$ cat config.mk
export PLATFORM = sky130hd
export DESIGN_NAME = uart_tx_scheduler
export DESIGN_NICKNAME = d
export VERILOG_FILES = /design/src/rtl/uart_tx_scheduler.sv
export SDC_FILE = /design/constraint.sdc
export NUM_CORES = 1
export LEC_CHECK = 0
export ABC_AREA = 1
export CAP_MARGIN = 5
export CORE_AREA = 10 10 109 92
export DETAILED_ROUTE_END_ITERATION = 10
export DIE_AREA = 0 0 119 102
export PLACE_DENSITY = 0.61
export SETUP_SLACK_MARGIN = 0.02
export SLEW_MARGIN = 10
export SYNTH_ARGS = -nofsm -noshare
export SYNTH_HDL_FRONTEND = slang
export SYNTH_SLANG_ARGS = --single-unit
$ cat constraint.sdc
create_clock -name clk -period 1.6 [get_ports clk]
set_input_delay 0.32 -clock clk [delete_from_list [all_inputs] [get_ports clk]]
set_output_delay 0.32 -clock clk [all_outputs]
set_load 0.02 [all_outputs]
$ cat src/rtl/uart_tx_scheduler.sv
// Round-robin sharing of one UART transmitter between two byte requesters,
// plus the programmable baud divisor and the shared baud enable strobe.
//
// state       | meaning
// S_IDLE      | waiting for tbr=1 and a valid request; grant issued here
// S_LOAD      | tx_load pulse with the granted byte on tx_data
// S_WAIT_LOW  | waiting for the transmitter to drop tbr (load taken)
// S_WAIT_HIGH | waiting for tbr to return high (byte finished)
module uart_tx_scheduler #(
   parameter int               DIV_W       = 16,
   parameter logic [DIV_W-1:0] DEFAULT_DIV = DIV_W'(325)
) (
   input  logic             clk,
   input  logic             reset,
   input  logic             req0_valid,
   input  logic [7:0]       req0_data,
   output logic             req0_ready,
   input  logic             req1_valid,
   input  logic [7:0]       req1_data,
   output logic             req1_ready,
   input  logic             div_we,
   input  logic [DIV_W-1:0] div_wdata,
   input  logic             tbr,
   output logic             tx_load,
   output logic [7:0]       tx_data,
   output logic             baud_en,
   output logic             grant_id,
   output logic             busy
);

   typedef enum logic [1:0] {S_IDLE, S_LOAD, S_WAIT_LOW, S_WAIT_HIGH} state_t;

   state_t           state, state_nxt;
   logic             grant_any;
   logic             pick1;
   logic             enter_idle;
   logic [DIV_W-1:0] divisor;
   logic [DIV_W-1:0] baud_cnt;
   logic [DIV_W-1:0] pend_div;
   logic             pend_valid;

   assign grant_any  = (state == S_IDLE) && tbr && (req0_valid || req1_valid);
   // With both valid, the requester that did not own the last transfer wins.
   assign pick1      = req1_valid && (!req0_valid || (grant_id == 1'b0));
   assign enter_idle = (state == S_WAIT_HIGH) && tbr;

   always_ff @(posedge clk) begin
      if (reset) state <= S_IDLE;
      else       state <= state_nxt;
   end

   always_comb begin
      state_nxt = state;
      case (state)
         S_IDLE:      if (grant_any) state_nxt = S_LOAD;
         S_LOAD:      state_nxt = S_WAIT_LOW;
         S_WAIT_LOW:  if (!tbr) state_nxt = S_WAIT_HIGH;
         S_WAIT_HIGH: if (tbr) state_nxt = S_IDLE;
         default:     state_nxt = S_IDLE;
      endcase
   end

   always_comb begin
      req0_ready = 1'b0;
      req1_ready = 1'b0;
      tx_load    = 1'b0;
      busy       = 1'b1;
      case (state)
         S_IDLE: begin
            busy = 1'b0;
            if (!reset && grant_any) begin
               req1_ready = pick1;
               req0_ready = !pick1;
            end
         end
         S_LOAD:  tx_load = 1'b1;
         default: ;
      endcase
   end

   always_ff @(posedge clk) begin
      if (reset) begin
         tx_data  <= 8'h00;
         grant_id <= 1'b1;
      end else if (grant_any) begin
         tx_data  <= pick1 ? req1_data : req0_data;
         grant_id <= pick1;
      end
   end

   // Divisor changes always restart the count and suppress that cycle's strobe;
   // writes while busy are deferred until the FSM returns to IDLE.
   always_ff @(posedge clk) begin
      if (reset) begin
         divisor    <= DEFAULT_DIV;
         baud_cnt   <= '0;
         baud_en    <= 1'b0;
         pend_div   <= '0;
         pend_valid <= 1'b0;
      end else if (div_we && (state == S_IDLE)) begin
         divisor    <= div_wdata;
         baud_cnt   <= '0;
         baud_en    <= 1'b0;
         pend_valid <= 1'b0;
      end else if (enter_idle && (pend_valid || div_we)) begin
         divisor    <= div_we ? div_wdata : pend_div;
         baud_cnt   <= '0;
         baud_en    <= 1'b0;
         pend_valid <= 1'b0;
      end else begin
         if (div_we) begin
            pend_div   <= div_wdata;
            pend_valid <= 1'b1;
         end
         if (baud_cnt >= divisor) begin
            baud_cnt <= '0;
            baud_en  <= 1'b1;
         end else begin
            baud_cnt <= baud_cnt + DIV_W'(1);
            baud_en  <= 1'b0;
         end
      end
   end

endmodule

==> results of run 1 <==
synthesized netlist by cell type:
| library cell | n |
|---|---|
| inv_1 | 58 |
| nand3_2 | 1 |
| nor2_2 | 3 |
| clkinv_1 | 1 |
| buf_4 | 3 |
| dfxtp_1 | 61 |
| a211oi_1 | 2 |
| xor2_1 | 5 |
| nor2_8 | 1 |
| nor3_4 | 2 |
| o31ai_1 | 1 |
| o21ai_1 | 1 |
| buf_2 | 7 |
| buf_1 | 2 |
| nand3_1 | 9 |
| o211ai_1 | 3 |
| o21ai_0 | 45 |
| inv_2 | 2 |
| a21oi_1 | 35 |
| nor2_1 | 34 |
| nor2_4 | 1 |
| nand2_1 | 81 |
| inv_4 | 1 |
| nor3_1 | 5 |
| a31oi_1 | 8 |
| xnor2_1 | 7 |
| nand4_1 | 3 |
| mux2i_1 | 2 |
| clkbuf_1 | 4 |
| ha_1 | 21 |
| nand2_2 | 1 |
| a21o_1 | 1 |
metrics by stage:
step           total power [mW]  utilization [%]  instance area (um2)
3_3_place_gp              3.768            51.37                 3989
5_1_grt                   6.297            61.92                 4808
4_1_cts                   5.226            54.51                 4233
6_report                  5.904            61.92                 4808
3_5_place_dp              3.810            51.37                 3989
2_1_floorplan             3.093                -                 3093
cells by family (layout without fill, tap and decap cells):
| family | after synthesis | after routing | share of synthesized area (%) |
|---|---|---|---|
| AO/OA/AOI/OAI | 96 | 96 | 16.65 |
| XOR/XNOR | 12 | 12 | 3.444 |
| adder cells (fa/ha/maj) | 21 | 21 | 8.610 |
| buffers and inverters | 78 | 186 | 10.33 |
| flip-flops | 61 | 61 | 40.02 |
| multiplexers | 2 | 2 | 0.6560 |
| AND/OR/NAND/NOR | 141 | 141 | 20.30 |
critical path, cell delays in order (launching register included):
cell	delay [ps]
dfxtp_2	320
inv_2	70
ha_4	160
inv_6	40
nor3_4	170
inv_2	90
nor3_4	160
buf_4	140
buf_4	90
buf_4	90
buf_4	90
buf_4	90
buf_4	90
buf_4	90
nor2_1	30
layout make-up:
type / instances / share of cell area [%]
clock buffer: 12 / 3.435
clock inverter: 4 / 0.9368
inverter: 62 / 5.100
multi-input combinational: 272 / 40.33
sequential: 61 / 25.68
tap: 108 / 2.810
timing repair buffer: 108 / 21.70
routing by layer:
layer | track usage (%) | up-vias
met5 | 0 | -
met4 | 5.717 | 0
met1 | 14.69 | 1380
met3 | 3.912 | 12
li1 | - | 1533
met2 | 20.47 | 55
worst paths after layout:
kind | from | end | slack [ps] | cells past startpoint
setup / recovery | state[0] | grant_id | -230 | 14
hold / removal | baud_cnt[0] | baud_cnt[0] | 440 | 1
setup reg to reg | state[0] | grant_id | -230 | 14
hold reg to reg | baud_cnt[0] | baud_cnt[0] | 440 | 1
where the power goes:
group | leakage (nW) | total [mW] | switching (mW) | internal (mW)
Combinational | 1.41 | 2.48 | 1.35 | 1.13
Clock | 0.112 | 1.44 | 0.606 | 0.839
Sequential | 0.505 | 1.98 | 0.129 | 1.85
repair_timing:
action	in CTS	in global routing
cloned	0	4
buffers inserted	7	8
gates resized for setup	32	125
endpoints found under the setup margin	15	45
hold buffers	0	0
pin swaps	2	29
registers in the layout (all words and copies together) (netlist names):
signal / flops
baud_en: 1
divisor: 16
pend_valid: 1
state: 2
baud_cnt: 16
pend_div: 16
tx_data: 8
grant_id: 1
==> results.yml, run 1 <==
run_status:
  status: "finished with violations"
  failed_checks: "negative setup slack"
timing:
  worstMarginPinSlew_ps: 422.0
  finalMaxSlewViolations: 0
  period_minus_slack_ps: 1833
  slew_headroom_pct: 71.57
  fmax_ghz: 0.5456
  setup_viol: 23
  grt_setup_unrepaired: "true"
  hold_viol: 0
  finalCritPeriodShare_pct: 114.6
  fin_hold_ws_ps: 437.3
  finalWorstSetupSlack_ps: -233.0
  skew_ps: 7.972
  finalSetupTns_ps: -2388
logic_synthesis:
  yosysTopAreaCellShare_pct: 40.02
  ys_top_cells_by_area: "dfxtp_1, nand2_1, ha_1"
  syn_inst: 411
  synth_nets: 470
  ys_ff_latch: 61
  synth_area_um2: 3052
  yosys.area.top_type: "dfxtp_1"
  synth_area_per_cell_um2: 7.425
  ys_types: 32
  yosysSeqAreaShare_pct: 40.02
  yosys_warnings: 0
clocking:
  clock_sinks: 61
  cts-htree-levels: 3
  cts-root-buf: "clkbuf_8"
  cts_buffers: 9
  cts_tree: "done"
  clkTransAtPathRegs_ps: 70
  clock_latency_ps: 340
  clockBufferDepth: 2
die:
  coreArea_um2: 7765
  io_pins: 52
  die_h_um: 102
  start_util_pct: 39.30
  dieArea_um2: 12140
  row_count: 29
  die_w_um: 119
setup_path:
  crit_fanout: 2
  arrival_ps: 2060
  worstSetupPathType: "reg -> reg"
  required_ps: 1830
  end_kind: "register"
  startpoint_type: "register"
power_and_ir_drop:
  peakVddDrop_uv: 622.7
  leakage_nw: 2.029
  power_density_nw_per_um2: 1228
cells_and_area:
  layout-drive-gt1-share_pct: 33.33
  final_common_cell: "nand2_1"
  multi_input_area_um2: 1939
  seqCellArea_um2: 1235
  num_antenna_cells: 0
  final_cell_mix: "nand2_1, dfxtp_1, inv_1, buf_4, clkdlybuf4s50_1"
  final_cells: 627
  fin_nets: 573
  area_delta_synth_final_pct: 57.56
  final.fill_count: 696
detailed_routing:
  routed.top_layer: "met4"
  wl_um: 8496
  drt_pass1_iterations: 4
  dr.first_iter.drc_count: 152
  vias_per_cell: 4.753
  wl_per_cell_um: 13.55
  final_antenna_net_count: 0
  met2_wirelength_um: 4062
  dr_wl_met3_um: 363
  routed-via-count: 2980
  drc: 0
  drt-met1-wl_um: 3932
placed_design:
  dp.final_hpwl_um: 5401
  gp_congestion: 0.7568
  port_buffers: 51
  dp_worst_setup_slack_ps: -681.8
  dp.cells: 593
global_routing:
  grt_pass1_wl_um: 12400
  grt_max_degree: 31
  gr-total-overflow: 0
  grt_pass1_vias: 2719
  gr-usage-all-layers_pct: 12.45
  antenna_found_initial: 0
run:
  drv_cap: 0
hold_path:
  hold_path.class: "reg -> reg"
Power figures use the tool's default switching activity.
==> inputs of run 2 (changes only) <==
--- a/config.mk
+++ b/config.mk
@@ -7,9 +7,9 @@
 export LEC_CHECK = 0
 export ABC_AREA = 1
 export CAP_MARGIN = 5
-export CORE_AREA = 10 10 109 92
+export CORE_AREA = 2 2 101 84
 export DETAILED_ROUTE_END_ITERATION = 10
-export DIE_AREA = 0 0 119 102
+export DIE_AREA = 0 0 103 86
 export PLACE_DENSITY = 0.61
 export SETUP_SLACK_MARGIN = 0.02
 export SLEW_MARGIN = 10
==> run 2 against run 1 <==
Net effect: the flow still finishes with violations (negative setup slack); utilization is 5.1 points lower; routed wire length fell by 14%; clock skew down 2.3 ps; hold slack gained 5.4 ps; largest power group unchanged; highest routed layer unchanged.
==> results.yml, run 2 (synthesized netlist as in run 1, its figures left out) <==
run_status:
  status: "finished with violations"
  failed_checks: "negative setup slack"
power_and_ir_drop:
  power_density_nw_per_um2: 1174
  switchingPower_mw: 1.818
  combPwrFrac_pct: 39.7
  fin_total_pwr_mw: 5.179
  pwr-share-clk_pct: 22.3
  switching_share_pct: 35.10
  p_seq_share_pct: 37.9
  peakVddDrop_uv: 508.6
  leakage_nw: 1.920
  p_int_mw: 3.361
run:
  drv_cap: 0
detailed_routing:
  wl_per_cell_um: 12.00
  drc: 0
  drt_pass1_iterations: 4
  vias_per_cell: 4.734
  routed-via-count: 2897
  dr.first_iter.drc_count: 79
  wl_um: 7344
  final_antenna_net_count: 0
placed_design:
  dp.cells: 591
  dp_worst_setup_slack_ps: -691.5
  dp.final_hpwl_um: 4947
  port_buffers: 51
  gp_congestion: 0.8077
timing:
  finalMaxSlewViolations: 0
  finalWorstSetupSlack_ps: -194.7
  worstMarginPinSlew_ps: 293.3
  slew_headroom_pct: 80.24
  setup_viol: 18
  fmax_ghz: 0.5572
  skew_ps: 5.677
  finalCritPeriodShare_pct: 112.2
  grt_setup_unrepaired: "true"
  period_minus_slack_ps: 1795
  hold_viol: 0
clocking:
  clock_latency_ps: 340
  cts-htree-levels: 3
  cts_buffers: 9
  cts_tree: "done"
  clockBufferDepth: 2
  clkTransAtPathRegs_ps: 70
  cts-root-buf: "clkbuf_8"
  clock_sinks: 61
setup_path:
  startpoint_type: "register"
  worstSetupPathType: "reg -> out"
  end_kind: "output port"
  arrival_ps: 1470
  crit_fanout: 2
  required_ps: 1280
global_routing:
  antenna_found_initial: 0
  grt_pass1_vias: 2672
  grt_max_degree: 31
  gr-total-overflow: 0
  gr-usage-all-layers_pct: 16.68
  grt_pass1_wl_um: 11650
hold_path:
  hold_path.class: "reg -> reg"
cells_and_area:
  multi_input_area_um2: 1725
  seqCellArea_um2: 1225
  post-route-util_pct: 56.80
  area_delta_synth_final_pct: 44.53
  final_cell_mix: "nand2_1, dfxtp_1, inv_1, clkdlybuf4s50_1, buf_4"
  num_antenna_cells: 0
  final_common_cell: "nand2_1"
  final_cells: 612
  final.fill_count: 767
  layout-drive-gt1-share_pct: 22.22
  top_regs: "baud_cnt: 16 flops, divisor: 16 flops, pend_div: 16 flops"
  fin_nets: 559
die:
  die_h_um: 86
  io_pins: 52
  row_count: 29
  die_w_um: 103
  start_util_pct: 39.30
  dieArea_um2: 8858
  coreArea_um2: 7765
## run 2: changes by cell type in the layout (fill, tap and decap cells not counted), sizes merged
cell / before / now
inv: 62 / 60
bufinv: 1 / 0
clkbuf: 15 / 16
clkinv: 3 / 4
dlymetal6s2s: 0 / 1
buf: 58 / 44
dlygate4sd2: 10 / 9
## run 2: final timing paths
path,from,endpoint,slack (ps),depth (start not counted)
worst max-delay path,state[1],req0_ready,-190,7
worst max register to register,state[1],baud_cnt[3],-50,11
worst min-delay path,baud_cnt[0],baud_cnt[0],440,1
worst min register to register,baud_cnt[0],baud_cnt[0],440,1
## run 2: final cells by class
class	count	share of cell area [%]
Clock buffer	13	3.376
Clock inverter	2	0.2270
Inverter	62	5.504
Multi-Input combinational cell	272	39.12
Sequential cell	61	27.77
Tap cell	108	3.064
Timing Repair Buffer	94	20.94
## run 2: what timing repair did
| item | in CTS | in global routing |
|---|---|---|
| pin swaps | 2 | 7 |
| hold buffers | 0 | 0 |
| endpoints found under the setup margin | 16 | 49 |
| gates resized for setup | 30 | 67 |
| buffers inserted | 1 | 3 |
| gates cloned | 0 | 3 |
## run 2: power by group through the flow
stage	Combinational (mW)	Clock, mW	Sequential (mW)
final	2.06	1.16	1.96
after global routing	2.30	1.27	2.00
after CTS	1.78	1.20	1.96
after detailed placement	1.82	0	1.99
after global placement	1.78	0	1.98
after floorplan	1.06	0	2.04
## run 2: worst max-delay path, stage by stage, from the launching register on
cell and delay, ps:
dfxtp_2 330, inv_2 70, ha_4 160, inv_6 40, nor3_4 170, inv_2 90, nor3_4 140, buf_6 140
## run 2: through the flow
step | instance area, um2 | TNS (ps) | hold WS (ps)
6_report | 4410 | -903.8 | 442.7
2_1_floorplan | 3093 | 0 | 423.9
4_1_cts | 4134 | -403.8 | 448.6
3_5_place_dp | 3986 | -14000 | 439.9
5_1_grt | 4410 | -2327 | 457.6
3_3_place_gp | 3986 | -12150 | 430.7
## run 2: routing by layer
layer	up-vias	routed length [um]	share of wire [%]	GRT usage (%)
met5	-	0	0	0
met4	0	74	1.0	5.383
met3	6	299	4.1	5.053
met2	49	3538	48	27.33
met1	1339	3432	47	20.92
li1	1503	-	-	-
